===== config.mk =====
export PLATFORM = sky130hd
export DESIGN_NAME = generador_refresco
export DESIGN_NICKNAME = d
export VERILOG_FILES = /design/src/rtl/display_pkg.sv /design/src/rtl/divisor_tick.sv /design/src/rtl/generador_refresco.sv
export SDC_FILE = /design/constraint.sdc
export NUM_CORES = 1
export LEC_CHECK = 0
export ABC_AREA = 1
export CAP_MARGIN = 20
export CORE_ASPECT_RATIO = 1.2
export CORE_MARGIN = 2
export CORE_UTILIZATION = 30
export DETAILED_ROUTE_END_ITERATION = 10
export GPL_TIMING_DRIVEN = 0
export PLACE_DENSITY_LB_ADDON = 0.25
export SYNTH_ARGS = -nofsm -noshare
export SYNTH_HDL_FRONTEND = slang
export SYNTH_SLANG_ARGS = --single-unit
export TNS_END_PERCENT = 1

===== constraint.sdc =====
create_clock -name clk -period 1.4 [get_ports clk]
set_input_delay 0.21 -clock clk [delete_from_list [all_inputs] [get_ports clk]]
set_output_delay 0.21 -clock clk [all_outputs]
set_load 0.1 [all_outputs]

===== src/rtl/display_pkg.sv =====
// display_pkg: shared widths and types for the seven-segment refresh scan
package display_pkg;
  localparam int N_DIGITOS = 4;
  localparam int SEL_W = 2;
  localparam int NIBBLE_W = 4;
  typedef logic [SEL_W-1:0] sel_t;
  typedef logic [N_DIGITOS*NIBBLE_W-1:0] valor_t;
endpackage


===== src/rtl/divisor_tick.sv =====
// divisor_tick: prescaler emitting a one-cycle tick every DIV enabled cycles
module divisor_tick #(
  parameter int DIV = 100_000
) (
  input  logic clk,
  input  logic rst_n,
  input  logic enable_i,
  output logic tick_o
);
  localparam int CW = DIV > 1 ? $clog2(DIV) : 1;
  logic [CW-1:0] cnt_q, cnt_d;
  // count 0..DIV-1 while enabled, hold otherwise
  always_comb begin
    tick_o = enable_i && (cnt_q == CW'(DIV - 1));
    cnt_d  = !enable_i ? cnt_q : tick_o ? '0 : cnt_q + 1'b1;
  end
  // prescaler register
  always_ff @(posedge clk or negedge rst_n)
    if (!rst_n) cnt_q <= '0;
    else cnt_q <= cnt_d;
endmodule


===== src/rtl/generador_refresco.sv =====
// generador_refresco: four-digit refresh scan with frame-aligned double-buffered value
// Optional leading-zero blanking: define GENERADOR_REFRESCO_BLANK_EN
module generador_refresco
  import display_pkg::*;
#(
  parameter int DIV = 100_000
) (
  input  logic                          clk,
  input  logic                          rst_n,
  input  logic                          enable_i,
  input  logic [N_DIGITOS*NIBBLE_W-1:0] valor_i,
  input  logic                          valor_valid_i,
  output logic [SEL_W-1:0]              refrescamiento_o,
  output logic [NIBBLE_W-1:0]           digito_o,
  output logic                          blank_o,
  output logic                          tick_o,
  output logic                          frame_o
);
  sel_t   sel_q, sel_d;
  valor_t pend_q, pend_d, valor_q, valor_d;
  divisor_tick #(.DIV(DIV)) u_div (
    .clk      (clk),
    .rst_n    (rst_n),
    .enable_i (enable_i),
    .tick_o   (tick_o)
  );
  // advance digit on tick; commit value at frame end, a same-edge strobe bypasses pend
  always_comb begin
    frame_o = tick_o && (sel_q == sel_t'(N_DIGITOS - 1));
    sel_d   = tick_o ? sel_q + 1'b1 : sel_q;
    pend_d  = valor_valid_i ? valor_i : pend_q;
    valor_d = !frame_o ? valor_q : valor_valid_i ? valor_i : pend_q;
  end
  // scan and buffer registers
  always_ff @(posedge clk or negedge rst_n)
    if (!rst_n) begin
      sel_q   <= '0;
      pend_q  <= '0;
      valor_q <= '0;
    end else begin
      sel_q   <= sel_d;
      pend_q  <= pend_d;
      valor_q <= valor_d;
    end
  assign refrescamiento_o = sel_q;
  assign digito_o         = valor_q[NIBBLE_W*sel_q +: NIBBLE_W];
`ifdef GENERADOR_REFRESCO_BLANK_EN
  logic [N_DIGITOS-1:1] z;
  for (genvar k = 1; k < N_DIGITOS; k++) begin : g_z
    assign z[k] = valor_q[NIBBLE_W*k +: NIBBLE_W] == '0;
  end
  // blank a digit when it and every more-significant nibble are zero; digit 0 always shows
  always_comb
    blank_o = sel_q == 2'd1 ? &z[3:1] : sel_q == 2'd2 ? &z[3:2] : sel_q == 2'd3 ? z[3] : 1'b0;
`else
  assign blank_o = 1'b0;
`endif
endmodule

==> results of run 1 <==
## worst reg2reg max path, cell delays in order (launching register included)
cell     delay, ns
dfrtp_1       0.41
ha_4          0.16
nand2_2       0.05
inv_2         0.06
nand2_4       0.06
nor2_8        0.10
nand4_4       0.12
buf_4         0.16
buf_4         0.12
buf_4         0.15
nand2_1       0.06
nand2_1       0.04
## layout by cell type (no fill, tap or decap), types with 5 or more instances in the layout
cell,n
inv_1,36
clkdlybuf4s50_1,17
nand2_1,104
buf_4,17
nand3_1,11
inv_2,12
o21ai_2,5
buf_12,7
nor2_1,31
nor2_2,7
dfrtp_1,45
nand4_1,20
clkbuf_8,5
o21ai_0,17
## layout make-up
cell class / instances / area (sq um) / share of cell area, %
flip-flops and latches: 51 / 1289 / 36.63
multi-input cells: 228 / 1224 / 34.78
repair buffers: 43 / 456.7 / 12.98
inverters: 52 / 215.2 / 6.117
well taps: 117 / 146.4 / 4.161
plain buffers: 10 / 90.09 / 2.560
clock buffers: 5 / 68.82 / 1.956
clock inverters: 3 / 28.78 / 0.8179
## power by group
part	switching (mW)	internal, mW	leakage (nW)
Combinational	0.348	0.299	1.10
Clock	0.540	0.371	0.0502
Sequential	0.126	1.61	0.637
Total	1.01	2.28	1.79
## how the worst min path moves through the flow
stage | start | to | slack (ns) | depth (start not counted)
2_1_floorplan | rst_n | pend_q[0]$_DFF_PN0_ | -0.09 | 0
3_3_place_gp | valor_q[3]$_DFFE_PN0P_ | valor_q[3]$_DFFE_PN0P_ | 0.46 | 2
3_5_place_dp | rst_n | valor_q[1]$_DFFE_PN0P_ | 0.18 | 1
4_1_cts | enable_i | u_div.cnt_q[11]$_DFFE_PN0P_ | 0.21 | 2
5_1_grt | enable_i | u_div.cnt_q[11]$_DFFE_PN0P_ | 0.23 | 2
6_report | enable_i | u_div.cnt_q[11]$_DFFE_PN0P_ | 0.22 | 2
## registers in the layout (all words and copies together), names as in the netlist
signal and count:
pend_q 16, refrescamiento_o 2, u_div.cnt_q 17, valor_q 16
## logic make-up after synthesis
kind of cell               after synthesis  share of synthesized area, %
DFF                                     51                         48.85
other                                    1                        0.1435
adders and majority gates                2                        0.9577
and+or+nand+nor                        188                         32.09
buffers and inverters                   63                         9.866
xor gates and xnor gates                 5                         1.676
AOI/OAI and AO/OA                       32                         6.418
## stage by stage
stage / setup TNS [ns] / setup slack (ns) / area, sq um
5_1_grt: -7.391 / -0.5236 / 3518
6_report: -4.592 / -0.4224 / 3518
2_1_floorplan: -3.666 / -0.3455 / 2740
4_1_cts: -4.848 / -0.5032 / 3421
3_3_place_gp: -90.82 / -1.878 / 3147
3_5_place_dp: -13.11 / -1.339 / 3162
## routing by layer
layer | global-route usage (%) | up-vias | wire, um
met5 | 0 | - | 0
met4 | 3.412 | 0 | 65
met3 | 2.873 | 7 | 152
met2 | 24.92 | 26 | 3375
met1 | 17.59 | 1059 | 2609
li1 | - | 1171 | -
## what timing repair did
item                       CTS  global route
pin swaps                   12             7
buffers inserted             8             7
hold buffers                 1             0
resized for setup           77            17
setup endpoints to repair   34            37
hold endpoints to repair    17             0
==> impl_metrics.py, run 1 <==
metrics = {
    "power_and_ir_drop": {
        "ir_drop_v": 0.0004963,
        "p_per_area_mw_per_mm2": 937.1,
        "power.leakage_nw": 1.790,
        "p_total_mw": 3.297,
    },
    "routing": {
        "antenna_left": 0,
        "dr.pass1.iters": 4,
        "wl_um": 6202,
        "dr_total_vias": 2263,
        "drc_errors": 0,
        "routedWlPerCell_um": 12.18,
        "viasPerCell": 4.446,
        "drtIter0Drc": 64,
    },
    "critical_path": {
        "rr_endpoint": "valor_q[9]$_DFFE_PN0P_",
        "critPathKind": "flip-flop to output pin",
        "required_ns": 1.19,
        "crit_slowest_cell": "dfrtp_1",
        "crit_path_start": "u_div.cnt_q[0]$_DFFE_PN0P_",
        "rr_worst_depth": 11,
        "critPathCapture": "frame_o",
        "critPathLaunchType": "flip-flop",
        "crit_cells": 9,
        "path_max_fanout": 3,
        "endpoint_kind": "output pin",
        "crit_buf_inv": 4,
        "path_delay_family": "flip-flops",
        "cpPeakStageDelay_ns": 0.41,
        "crit_path_cell_trace": "ha_4, nand2_2, inv_2, nand2_4, nor2_8, nand4_4, buf_8, clkinv_4, buf_12",
        "crit_arrival_ns": 1.61,
        "rrSetupSlack_ns": -0.19,
        "r2r_start": "u_div.cnt_q[0]$_DFFE_PN0P_",
    },
    "sta": {
        "finalHoldViolations": 0,
        "hold_ws_ns": 0.2150,
        "drv_slew": 0,
        "worst_slack_ns": -0.4224,
        "finClkSkew_ns": 0.01409,
        "period_needed_ns": 1.822,
        "rsz0062_at_grt": "yes",
        "max_freq_ghz": 0.5487,
        "setup_violations": 23,
        "fin_crit_sh_pct": 130.2,
    },
    "synth": {
        "synth_top_area_share_pct": 48.85,
        "synth_warnings": 0,
        "synth_nets": 364,
        "syn_inst": 342,
        "synth_ff_type": "dfrtp_1",
        "synthTopCellsByCount": "nand2_1, dfrtp_1, inv_1, nor2_1, o21ai_0",
        "synth_edf_count": 0,
        "synth_cell_types": 30,
        "yosysSeqAreaShare_pct": 48.85,
        "synth_area_leader_cell": "dfrtp_1",
        "ys_top_cells_by_area": "dfrtp_1, nand2_1, inv_1",
        "post-synth-top-count-cell": "nand2_1",
        "netlist_area_sq_mm": 0.002613,
        "ys_async_sr_fraction_pct": 100.0,
        "avgSynthCellArea_sq_um": 7.639,
        "ys_ff_latch": 51,
    },
    "clock_network": {
        "cts-root-buf": "clkbuf_8",
        "clkSinkCount": 51,
        "clk_path_buf_depth": 2,
        "tritoncts": "yes",
        "clk_pin_slew_worst_paths_ns": 0.10,
        "h-tree-depth": 2,
        "cts_made_buffers": 5,
        "clk_latency_ns": 0.32,
    },
    "die": {
        "die_area_sq_mm": 0.009474,
        "ioPinCount": 29,
        "coreArea_sq_mm": 0.008518,
        "die_x_um": 89.19,
        "initial_core_util_pct": 30.67,
        "dieHeight_um": 106.2,
        "row_count": 37,
    },
    "global_routing": {
        "grt_pass1_wl_um": 10460,
        "grtUsageTotal_pct": 14.22,
        "antenna_found_initial": 0,
        "grt_pass1_vias": 2256,
        "grt_overflow": 0,
        "grt_max_degree": 35,
    },
    "placement": {
        "place_hpwl_um": 4601,
        "placed_cells": 486,
        "numPortBuffers": 26,
        "gp_congestion": 0.8086,
    },
    "status": {
        "status": "finished, violations left",
        "violations": "setup timing",
    },
    "final_layout": {
        "area_delta_synth_final_pct": 34.67,
        "finalNonFillerCells": 509,
        "diodes": 0,
        "fin_util_pct": 41.30,
        "final.fill_count": 897,
        "drive_above_1_share_pct": 22.96,
        "final_nets": 413,
    },
    "run": {
        "maxCapViolCount": 0,
    },
    "worst_hold_path": {
        "holdCritPathClass": "primary input to flip-flop",
    },
}
No activity file was read; power rests on OpenSTA's default activity.
==> run 2: changes to the inputs <==
Settings changed: GPL_TIMING_DRIVEN 0 to unset.
==> run 2 against run 1 <==
Compared with the run above:
- the run still ends with setup timing left
- clock power is 17% higher
- routed wire length is 5.4% higher
- count of clock-buffer cells in the layout stayed put
- cell area is 7.5% higher
- sequential cell count stayed put
- largest cell class unchanged
==> impl_metrics.py, run 2 (synthesis gave the netlist of run 1 again) <==
metrics = {
    "status": {
        "status": "finished, violations left",
        "violations": "setup timing",
    },
    "routing": {
        "antenna_left": 0,
        "viasPerCell": 4.470,
        "wl_um": 6539,
        "routedWlPerCell_um": 12.29,
        "drc_errors": 0,
        "drtIter0Drc": 92,
        "dr.pass1.iters": 4,
        "dr_total_vias": 2378,
    },
    "power_and_ir_drop": {
        "power.leakage_nw": 1.955,
        "p_comb_share_pct": 22.1,
        "p_sw_share_pct": 29.14,
        "pwr-share-seq_pct": 48.0,
        "p_switching_mw": 1.043,
        "p_per_area_mw_per_mm2": 945.9,
        "ir_drop_v": 0.0005624,
        "pwr-share-clk_pct": 29.9,
        "power.internal_mw": 2.536,
    },
    "global_routing": {
        "grt_max_degree": 41,
        "grt_pass1_wl_um": 10790,
        "antenna_found_initial": 0,
        "grtUsageTotal_pct": 14.48,
        "grt_pass1_vias": 2425,
        "grt_overflow": 0,
    },
    "die": {
        "ioPinCount": 29,
        "initial_core_util_pct": 30.67,
        "die_x_um": 89.19,
        "row_count": 37,
        "coreArea_sq_mm": 0.008518,
        "die_area_sq_mm": 0.009474,
        "dieHeight_um": 106.2,
    },
    "clock_network": {
        "clk_pin_slew_worst_paths_ns": 0.10,
        "clk_path_buf_depth": 2,
        "tritoncts": "yes",
        "clk_latency_ns": 0.31,
        "h-tree-depth": 2,
        "cts_made_buffers": 5,
        "clkSinkCount": 51,
        "cts-root-buf": "clkbuf_8",
    },
    "sta": {
        "worst_slack_ns": -0.3626,
        "hold_ws_ns": 0.3196,
        "finalHoldViolations": 0,
        "drv_slew": 0,
        "fin_crit_sh_pct": 125.9,
        "finClkSkew_ns": 0.006237,
        "setup_violations": 22,
        "rsz0062_at_grt": "yes",
        "period_needed_ns": 1.763,
        "max_freq_ghz": 0.5673,
    },
    "final_layout": {
        "largest_register_ffs": 17,
        "area_delta_synth_final_pct": 44.83,
        "final_common_cell": "nand2_1",
        "largestRegisters": "u_div.cnt_q x17, pend_q x16, valor_q x16",
        "layout_common_cells": "nand2_1, dfrtp_1, buf_4, inv_1, nor2_1",
        "max_flop_register": "u_div.cnt_q",
        "drive_above_1_share_pct": 31.08,
        "diodes": 0,
        "final_nets": 436,
    },
    "critical_path": {
        "critPathKind": "flip-flop to output pin",
        "r2r_start": "u_div.cnt_q[0]$_DFFE_PN0P_",
        "critPathCapture": "frame_o",
        "rrSetupSlack_ns": -0.11,
        "required_ns": 1.19,
        "crit_path_cell_trace": "ha_4, nand2_2, inv_2, nand2_4, nor2_8, nand4_4, inv_6, buf_12",
        "crit_arrival_ns": 1.55,
        "crit_buf_inv": 3,
        "critPathLaunchType": "flip-flop",
        "rr_endpoint": "valor_q[11]$_DFFE_PN0P_",
        "path_max_fanout": 4,
        "endpoint_kind": "output pin",
        "crit_cells": 8,
        "cpPeakStageDelay_ns": 0.41,
        "rr_worst_depth": 10,
        "crit_slowest_cell": "dfrtp_1",
        "crit_path_start": "u_div.cnt_q[0]$_DFFE_PN0P_",
        "path_delay_family": "flip-flops",
    },
    "placement": {
        "numPortBuffers": 27,
        "gp_congestion": 0.9206,
        "place_hpwl_um": 4992,
        "place_ws_ns": -0.2932,
    },
    "run": {
        "maxCapViolCount": 0,
    },
    "worst_hold_path": {
        "holdCritPathClass": "primary input to asynchronous set/reset pin",
    },
}
-- run 2: changes by cell type in the layout (fill, tap and decap cells not counted), moves of 4 or more --
cell | before | now
clkbuf_1 | 4 | 0
buf_4 | 17 | 41
nor2_2 | 7 | 11
nand2_2 | 2 | 15
buf_12 | 7 | 12
nor2_1 | 31 | 27
nand2_1 | 104 | 92
-- run 2: worst min path at each step --
stage / depth (start not counted) / startpoint / slack, ns / end
global route: 2 / rst_n / 0.34 / u_div.cnt_q[4]$_DFFE_PN0P_
finish: 2 / rst_n / 0.32 / refrescamiento_o[1]$_DFFE_PN0P_
detailed placement: 1 / rst_n / 0.13 / refrescamiento_o[1]$_DFFE_PN0P_
global placement: 1 / rst_n / 0.12 / refrescamiento_o[1]$_DFFE_PN0P_
CTS: 2 / rst_n / 0.33 / refrescamiento_o[1]$_DFFE_PN0P_
floorplan: 0 / rst_n / -0.09 / pend_q[0]$_DFF_PN0_
-- run 2: timing repair --
| action | 4_1_cts | 5_1_grt |
|---|---|---|
| hold buffers | 1 | 0 |
| pin swaps | 8 | 8 |
| setup buffers | 1 | 2 |
| setup endpoints to repair | 30 | 39 |
| resized for setup | 12 | 30 |
| hold endpoints to repair | 11 | 0 |
-- run 2: final cells by class --
class                      count  area [sq um]
clock inverter                 3         43.79
timing repair buffer          76         777.0
fill                         865          4735
inverter                      52         217.7
clock buffer                   5         68.82
multi-input combinational    228          1245
tap                          117         146.4
sequential                    51          1285
-- run 2: per-stage QoR --
| step | TNS [ns] | instance area, sq um | power [mW] | util, % | cells |
|---|---|---|---|---|---|
| after floorplan | -3.666 | 2740 | 2.065 | - | 342 |
| after global placement | -7.113 | 3510 | 2.469 | 41.20 | 520 |
| after detailed placement | -8.621 | 3510 | 2.474 | 41.20 | 520 |
| after CTS | -3.447 | 3675 | 3.572 | 43.14 | 530 |
| after global routing | -5.297 | 3784 | 3.793 | 44.42 | 532 |
| final | -3.204 | 3784 | 3.579 | 44.42 | 532 |
-- run 2: power groups by stage --
stage | Combinational, mW | Sequential (mW) | Clock, mW
finish | 0.791 | 1.72 | 1.07
global route | 0.892 | 1.74 | 1.16
CTS | 0.763 | 1.71 | 1.10
detailed placement | 0.745 | 1.73 | 0
global placement | 0.741 | 1.73 | 0
floorplan | 0.329 | 1.74 | 0
-- run 2: layer usage --
metal / GRT usage, % / vias up / wire length (um)
met5: 0 / - / 0
met4: 4.371 / 0 / 51
met3: 2.484 / 6 / 160
met2: 25.66 / 36 / 3455
met1: 17.52 / 1120 / 2872
li1: - / 1216 / -
==> run 3: changes to the inputs <==
Settings changed: GPL_ROUTABILITY_DRIVEN set to 0.
==> results of run 3 <==
The final DEF is identical to that of run 2; final timing and power are the same.
